[src/rtl/gp_dbg_pkg.sv]
// Shared types and defaults for the GenerateProof deadlock debug path.
package gp_dbg_pkg;

  localparam int unsigned NMonDefault = 8;
  localparam int unsigned CntWDefault = 16;

  typedef enum logic [1:0] {
    StIdle,
    StArmed,
    StReport,
    StHold
  } dbg_state_e;

  // (a + b) mod n, used to walk monitor indices in round-robin order.
  function automatic int unsigned wrap_add(int unsigned a, int unsigned b, int unsigned n);
    return (a + b) % n;
  endfunction

endpackage

[src/rtl/gp_rr_pick.sv]
// Round-robin picker: first set bit of mask_i at or after ptr_i, wrapping mod N_MON.
module gp_rr_pick
  import gp_dbg_pkg::*;
#(
  parameter int unsigned N_MON = NMonDefault,
  parameter int unsigned IDX_W = $clog2(N_MON)
) (
  input  logic [N_MON-1:0] mask_i,
  input  logic [IDX_W-1:0] ptr_i,
  output logic [IDX_W-1:0] idx_o
);

  // Walk from farthest to nearest so the closest set bit to ptr_i is written last.
  always_comb begin
    idx_o = '0;
    for (int unsigned i = N_MON; i > 0; i--) begin
      if (mask_i[IDX_W'(wrap_add(32'(ptr_i), i - 1, N_MON))]) begin
        idx_o = IDX_W'(wrap_add(32'(ptr_i), i - 1, N_MON));
      end
    end
  end

endmodule

[src/rtl/gp_deadlock_report_ctrl.sv]
// Collects HLS deadlock monitor block flags, qualifies persistence, reports one instance RR.
// Optional feature: DEADLOCK_DURATION_EN adds rpt_cycles_o (continuous blocked duration).
module gp_deadlock_report_ctrl
  import gp_dbg_pkg::*;
#(
  parameter int unsigned N_MON          = NMonDefault,
  parameter int unsigned IDX_W          = $clog2(N_MON),
  parameter int unsigned PERSIST_CYCLES = 16,
  parameter int unsigned CNT_W          = CntWDefault
) (
  input  logic             clk_i,
  input  logic             rst_i,
  input  logic             enable_i,
  input  logic [N_MON-1:0] block_sigs_i,
  input  logic             clear_i,
  output logic             rpt_valid_o,
  input  logic             rpt_ready_i,
  output logic [IDX_W-1:0] rpt_idx_o,
  output logic [N_MON-1:0] rpt_mask_o,
`ifdef DEADLOCK_DURATION_EN
  output logic [CNT_W-1:0] rpt_cycles_o,
`endif
  output logic             deadlock_o
);

  dbg_state_e       state_q, state_d;
  logic [CNT_W-1:0] pcnt_q, pcnt_d;
  logic [IDX_W-1:0] rr_ptr_q, rr_ptr_d;
  logic [IDX_W-1:0] rpt_idx_q, rpt_idx_d;
  logic [N_MON-1:0] rpt_mask_q, rpt_mask_d;
  logic             rpt_valid_q, rpt_valid_d;
  logic             deadlock_q, deadlock_d;
  logic [IDX_W-1:0] pick_idx;
  logic             any_blk;
  logic             capture;

  assign any_blk = |block_sigs_i;

  gp_rr_pick #(
    .N_MON(N_MON),
    .IDX_W(IDX_W)
  ) u_rr_pick (
    .mask_i(block_sigs_i),
    .ptr_i (rr_ptr_q),
    .idx_o (pick_idx)
  );

  always_comb begin
    state_d     = state_q;
    pcnt_d      = pcnt_q;
    rr_ptr_d    = rr_ptr_q;
    rpt_idx_d   = rpt_idx_q;
    rpt_mask_d  = rpt_mask_q;
    rpt_valid_d = rpt_valid_q;
    capture     = 1'b0;

    unique case (state_q)
      StIdle: begin
        if (enable_i && any_blk) begin
          if (PERSIST_CYCLES == 1) begin
            capture = 1'b1;
          end else begin
            state_d = StArmed;
            pcnt_d  = CNT_W'(1);
          end
        end else begin
          pcnt_d = '0;
        end
      end
      StArmed: begin
        if (!enable_i || !any_blk) begin
          state_d = StIdle;
          pcnt_d  = '0;
        end else begin
          pcnt_d = (pcnt_q == '1) ? pcnt_q : pcnt_q + CNT_W'(1);
          if (pcnt_q == CNT_W'(PERSIST_CYCLES - 1)) begin
            capture = 1'b1;
          end
        end
      end
      StReport: begin
        if (rpt_valid_q && rpt_ready_i) begin
          rr_ptr_d    = (rpt_idx_q == IDX_W'(N_MON - 1)) ? '0 : rpt_idx_q + IDX_W'(1);
          rpt_valid_d = 1'b0;
          state_d     = StHold;
        end
      end
      StHold: begin
        if (!any_blk) begin
          state_d = StIdle;
        end
      end
      default: state_d = StIdle;
    endcase

    if (capture) begin
      state_d     = StReport;
      pcnt_d      = '0;
      rpt_mask_d  = block_sigs_i;
      rpt_idx_d   = pick_idx;
      rpt_valid_d = 1'b1;
    end

    // A capture in the same cycle as clear keeps the flag set.
    if (capture) begin
      deadlock_d = 1'b1;
    end else if (clear_i) begin
      deadlock_d = 1'b0;
    end else begin
      deadlock_d = deadlock_q;
    end
  end

  always_ff @(posedge clk_i) begin
    if (rst_i) begin
      state_q     <= StIdle;
      pcnt_q      <= '0;
      rr_ptr_q    <= '0;
      rpt_idx_q   <= '0;
      rpt_mask_q  <= '0;
      rpt_valid_q <= 1'b0;
      deadlock_q  <= 1'b0;
    end else begin
      state_q     <= state_d;
      pcnt_q      <= pcnt_d;
      rr_ptr_q    <= rr_ptr_d;
      rpt_idx_q   <= rpt_idx_d;
      rpt_mask_q  <= rpt_mask_d;
      rpt_valid_q <= rpt_valid_d;
      deadlock_q  <= deadlock_d;
    end
  end

  assign rpt_valid_o = rpt_valid_q;
  assign rpt_idx_o   = rpt_idx_q;
  assign rpt_mask_o  = rpt_mask_q;
  assign deadlock_o  = deadlock_q;

`ifdef DEADLOCK_DURATION_EN
  logic [CNT_W-1:0] dur_q, dur_d, dur_inc;
  logic [CNT_W-1:0] rpt_cycles_q, rpt_cycles_d;

  // dur_inc counts the current cycle, so a capture sees the full run length.
  assign dur_inc      = (dur_q == '1) ? dur_q : dur_q + CNT_W'(1);
  assign dur_d        = any_blk ? dur_inc : '0;
  assign rpt_cycles_d = capture ? dur_inc : rpt_cycles_q;

  always_ff @(posedge clk_i) begin
    if (rst_i) begin
      dur_q        <= '0;
      rpt_cycles_q <= '0;
    end else begin
      dur_q        <= dur_d;
      rpt_cycles_q <= rpt_cycles_d;
    end
  end

  assign rpt_cycles_o = rpt_cycles_q;
`else
  // Duration tracking not built; report path carries index and mask only.
`endif

endmodule

[config.mk]
export PLATFORM = sky130hd
export DESIGN_NAME = gp_deadlock_report_ctrl
export DESIGN_NICKNAME = d
export VERILOG_FILES = /design/src/rtl/gp_dbg_pkg.sv /design/src/rtl/gp_rr_pick.sv /design/src/rtl/gp_deadlock_report_ctrl.sv
export SDC_FILE = /design/constraint.sdc
export NUM_CORES = 1
export LEC_CHECK = 0
export CELL_PAD_IN_SITES_DETAIL_PLACEMENT = 1
export CELL_PAD_IN_SITES_GLOBAL_PLACEMENT = 2
export CORE_MARGIN = 1.5
export CORE_UTILIZATION = 40
export DETAILED_ROUTE_END_ITERATION = 6
export DONT_BUFFER_PORTS = 1
export GPL_TIMING_DRIVEN = 0
export PLACE_DENSITY = 0.85
export SYNTH_ARGS = -nofsm -noshare
export SYNTH_HDL_FRONTEND = slang
export SYNTH_HIERARCHICAL = 1
export SYNTH_SLANG_ARGS = --single-unit
[constraint.sdc]
create_clock -name clk_i -period 3.4 [get_ports clk_i]
set_input_delay 0.68 -clock clk_i [delete_from_list [all_inputs] [get_ports clk_i]]
set_output_delay 0.68 -clock clk_i [all_outputs]
set_load 0.03 [all_outputs]
# After elaboration in Yosys (flattened, before gate mapping)
# Index checks and enable logic that the tools add are counted.
# word_totals
regBits,34
latchBits,0
ramBits,0
romBits,0
input_bits,13
out_inout_bits,13
wordCells,100
memories,0
# op_classes
add_sub_neg,9
multipliers,0
div,0
order_cmp,8
eq_ne,15
shift,0
mux,43
bitwise,0
n_reduce_logical,17
# op_table
op,count
$lt 3x4->1 const B,8
$mux 16,2
$pmux 16 s2,1
$mux 3,9
$bmux 1 s3,8
$mux 1,17
$add 16x1->16 const B,1
$eq 16x16->1 const B,1
$eq 16x4->1 const B,1
$ne 3x3->1 const B,5
$add 3x3->3 const B,4
$mux 2,5
$ne 2x2->1 const B,4
$pmux 2 s4,1
$reduce_and 4->1,2
$reduce_bool 2->1,4
$reduce_or 8->1,1
$add 3x1->3 const B,2
$add 3x2->3 const B,2
$reduce_and 2->1,3
$eq 2x2->1 const B,2
$eq 3x3->1 const B,1
$eq 2x1->1 const B,1
$logic_and 1x1->1,2
other kinds (4),5

# Depth between registers and ports, before layout
# depth
ltp_word,11
ltp_mapped,13
ltp_nobuf,10

# Cells and area by module
# Netlist, hierarchy kept.
# modules_own_cells
mod,n_inst,cells_per_inst,area_each_um2,seq_area_each_um2
gp_deadlock_report_ctrl,1,191,1665.3,680.7
gp_rr_pick,1,77,780.7,0.0

# Least setup slack after synthesis
# No wires, ideal clock.
# synth_path
path_kind,reg2reg
start,reg rr_ptr_q[0]
end,reg rpt_idx_q[1] (netlist: rpt_idx_o[1])
arrival_ns,2.425
required_time_ns,3.329
slack_ns,0.905
stages_incl_launch_ff,14
path_cell_list,dfxtp_1 buf_6 clkbuf_8 inv_1 ha_1 clkbuf_8 mux4_1 mux2_2 nand2_1 o221a_1 o31a_1 a41oi_2 nand2_1 a21oi_1
# synth_between
elab_chain_len,11
word_cells_on_any_way,31
classes_between,7 x add/sub; 24 x mux
# synth_lines
item,line,text
start: declaration,gp_deadlock_report_ctrl.sv:28,"logic [IDX_W-1:0] rr_ptr_q, rr_ptr_d;"
start signal: assignment,gp_deadlock_report_ctrl.sv:126,rr_ptr_q <= rr_ptr_d;
$add 3x3->3,gp_dbg_pkg.sv:16,return (a + b) % n;
$bmux 1 s3,gp_rr_pick.sv:17,"if (mask_i[IDX_W'(wrap_add(32'(ptr_i), i - 1, N_MON))]) begin"
$mux 1 (not written as such),gp_rr_pick.sv:17,
$mux 3 (7 in series),gp_rr_pick.sv:17,
$mux 3 (*),gp_rr_pick.sv:17,
named net pick_idx[1],gp_deadlock_report_ctrl.sv:33,logic [IDX_W-1:0] pick_idx;
end signal: assignment,gp_deadlock_report_ctrl.sv:127,rpt_idx_q <= rpt_idx_d;
end: declaration,gp_deadlock_report_ctrl.sv:29,"logic [IDX_W-1:0] rpt_idx_q, rpt_idx_d;"
# Mark *: on every way through the listed nets, which the timed path passes. The rest lies on a longest branch. The select of a mux whose other input is x is not followed.
# A chain may end at the register's enable or synchronous reset.

# Worst setup path in the final report
# layout_path
start,reg rr_ptr_q[0]
end,reg rpt_idx_q[2] (netlist: rpt_idx_o[2])
# The elaborated chain is that of the path after synthesis.

==> flow_summary.yaml <==
critical_path:
  worstPathMaxFanout: 10
  reg2regPathDepth: 13
  max_stage_delay_ns: 0.39
  crit_slowest_cell: "dfxtp_1"
  required_ns: 3.61
  path_cells: "buf_6, clkbuf_8, inv_1, ha_1, clkbuf_8, mux4_2, a22oi_1, a22oi_1, o21ai_0, a221oi_1, a211oi_1, nand2_1, a21oi_1"
  worst-path-buf-inv: 4
  worstSetupEndpointType: "register"
  arrival_ns: 3.05
  crit_type: "register to register"
  reg2reg_slack_ns: 0.56
  r2r_start: "rr_ptr_q[0]"
  rr_endpoint: "rpt_idx_o[2]"
  start_kind: "register"
  cp_top_family: "compound AO/OA/AOI/OAI gates"
place:
  placed_cell_area_sq_um: 2540
  place.gp.congestion: 0.838
  io_buffers: 0
  hpwl_mm: 4.93
synth:
  ys_warn_count: 6
  synthArstFlopShare_pct: 0
  syn-instance-count: 268
  synth_fp_nets: 286
  syn_avg_cell_area_sq_um: 9.13
  synth_ff_type: "dfxtp_1"
  ys_ff_latch: 34
  ys_types: 56
  synth_edf_count: 0
  synthesis.area_sq_um: 2450
  yosysSeqAreaShare_pct: 27.8
final_layout:
  multi_input_area_sq_um: 1590
  fillCellCount: 705
  drive_above_1_share_pct: 16.7
  seq_area_sq_um: 681
  area_growth_pct: 8.44
  antenna_cells: 0
  fin_nets: 293
  fin_area_sq_um: 2650
floorplanning:
  die_area_sq_um: 6590
  start_util_pct: 41.3
  rows: 28
  die_h_um: 81.2
  core_sq_um: 5920
  io_pins: 26
  dieWidth_um: 81.2
clocking:
  post_cts_buffers: 0
  cts_tree: "yes"
  clockRootBuffer: "clkbuf_8"
  cts_made_buffers: 5
  clkLatencyLatePin_ns: 0.29
  cts_num_sinks: 34
  path_clk_slew_ns: 0.07
  htreeDepth: 2
  cts_hold_buf: 0
  cts_resized: 0
  cts_buffer_depth: 2
detailed_routing:
  wl_per_cell_um: 18.7
  vias: 2123
  drt_iter0_markers: 114
  drtAntennaViolNets: 0
  wirelength_mm: 6.53
  via_per_inst: 6.07
  route.detailed.drc: 0
  drtPass1Iterations: 4
grt:
  met2_usage_pct: 31.3
  antenna_found_initial: 0
  grt_max_degree: 11
  gr-max-usage-layer: "met2"
  grt_overflow_total: 0
  grt_pass1_wl_mm: 10.5
  use_met1_pct: 30.4
  grt_usage_pct: 21.1
  met3_usage_pct: 6.07
  grt_pass1_vias: 2053
power_and_ir_drop:
  p_leak_nw: 0.846
  max-vdd-ir-drop_v: 0.000346
  pwr_density_cell_nw_per_um2: 316
timing:
  slew_violations: 0
  setup-violations-final: 0
  fin_hold_ws_ns: 0.468
  fmax_ghz: 0.352
  hold_viol: 0
  final.min_clock_period_ns: 2.84
  slew-limit-headroom_pct: 62.9
  finClkSkew_ns: 0.00759
  finalSetupTns_ns: 0
  worst_pin_slew_ns: 0.542
  min_period_over_period_pct: 83.5
  rsz0062_at_grt: "false"
min_path:
  min_path_cells: 1
  hp-start: "rst_i"
  min_to: "pcnt_q[0]"
  min_path_type: "primary input to register"
job:
  drv_cap: 0
outcome:
  status: "finished, final reports clean"
## layout by cell type (no fill, tap or decap), drive strengths merged, types with 3 or more instances in the layout
| cell | n |
|---|---|
| mux4 | 12 |
| a31oi | 5 |
| nand2 | 44 |
| nand3 | 8 |
| clkbuf | 16 |
| nor4 | 8 |
| o31ai | 4 |
| buf | 9 |
| ha | 5 |
| xnor2 | 8 |
| and3 | 7 |
| xor2 | 3 |
| mux2 | 4 |
| o21ai | 4 |
| or4 | 3 |
| mux2i | 6 |
| inv | 4 |
| o211ai | 3 |
| a22oi | 3 |
| dfxtp | 34 |
| nor2 | 16 |
| a21oi | 30 |
| a211oi | 4 |
| nor3b | 3 |
## cell type report
| class | instances | share of cell area [%] |
|---|---|---|
| buffer | 19 | 5.90 |
| multi-input combinational | 211 | 60.1 |
| tap | 75 | 3.54 |
| sequential | 34 | 25.7 |
| clock buffer | 6 | 3.11 |
| inverter | 4 | 0.566 |
| clock inverter | 1 | 1.13 |
## stage by stage
| stage | setup slack, ns | power, mW | util, % | cells |
|---|---|---|---|---|
| final | 0.562 | 0.839 | 44.8 | 350 |
| after global routing | 0.359 | 0.870 | 44.8 | 350 |
| after CTS | 0.598 | 0.849 | 44.8 | 350 |
| after detailed placement | 0.623 | 0.463 | 42.9 | 343 |
| after global placement | 0.635 | 0.462 | 42.9 | 343 |
| after floorplan | 0.905 | 0.452 | - | 268 |
## registers in the layout (all words and copies together), names as in the netlist
name         count
rpt_idx_o        3
pcnt_q          16
rpt_valid_o      1
state_q          2
deadlock_o       1
rpt_mask_o       8
rr_ptr_q         3
## report_power, final
part / switching (mW) / internal [mW] / leakage [nW]
sequential: 0.00202 / 0.399 / 0.274
clock: 0.150 / 0.235 / 0.0573
combinational: 0.0274 / 0.0253 / 0.515
total: 0.179 / 0.659 / 0.846
## worst reg2reg max path: stages (launching register included)
cell	delay (ns)
dfxtp_1	0.39
buf_6	0.15
clkbuf_8	0.17
inv_1	0.07
ha_1	0.30
clkbuf_8	0.17
mux4_2	0.34
a22oi_1	0.17
a22oi_1	0.09
o21ai_0	0.19
a221oi_1	0.10
a211oi_1	0.39
nand2_1	0.10
a21oi_1	0.15
## logic make-up after synthesis
family,count (synthesis),share of synthesized area [%]
xor+xnor,11,3.94
mux,22,16.3
compound gates,66,18.5
buf+inv,23,7.01
flops,34,27.8
fa+ha+maj,5,2.56
simple gates,107,23.9
## synthesized netlist by cell type (5+ instances only)
cell,instances,area [sq um]
dfxtp_1,34,681
nor2_1,16,60.1
mux4_2,7,158
a31oi_1,5,31.3
buf_6,5,56.3
clkbuf_1,6,22.5
xnor2_1,8,70.1
ha_1,5,62.6
mux2i_1,5,50.1
nand3_1,8,40.0
mux4_1,5,131
nor4_1,6,37.5
a21oi_1,30,150
nand2_1,44,165
## metal layers
layer  wire length (um)  part of all wire, %
met5                  0                    0
met4                 48                 0.73
met3                361                  5.5
met2               2880                   44
met1               3240                   50
## worst max path at each step
stage                 from           end  slack (ns)  cells after the start
4_1_cts        rr_ptr_q[0]  rpt_idx_o[1]        0.60                     13
5_1_grt        rr_ptr_q[0]  rpt_idx_o[2]        0.36                     13
3_5_place_dp   rr_ptr_q[0]  rpt_idx_o[1]        0.62                     13
6_report       rr_ptr_q[0]  rpt_idx_o[2]        0.56                     13
2_1_floorplan  rr_ptr_q[0]  rpt_idx_o[1]        0.90                     13
3_3_place_gp   rr_ptr_q[0]  rpt_idx_o[1]        0.63                     13
No activity file was read; power rests on OpenSTA's default activity.
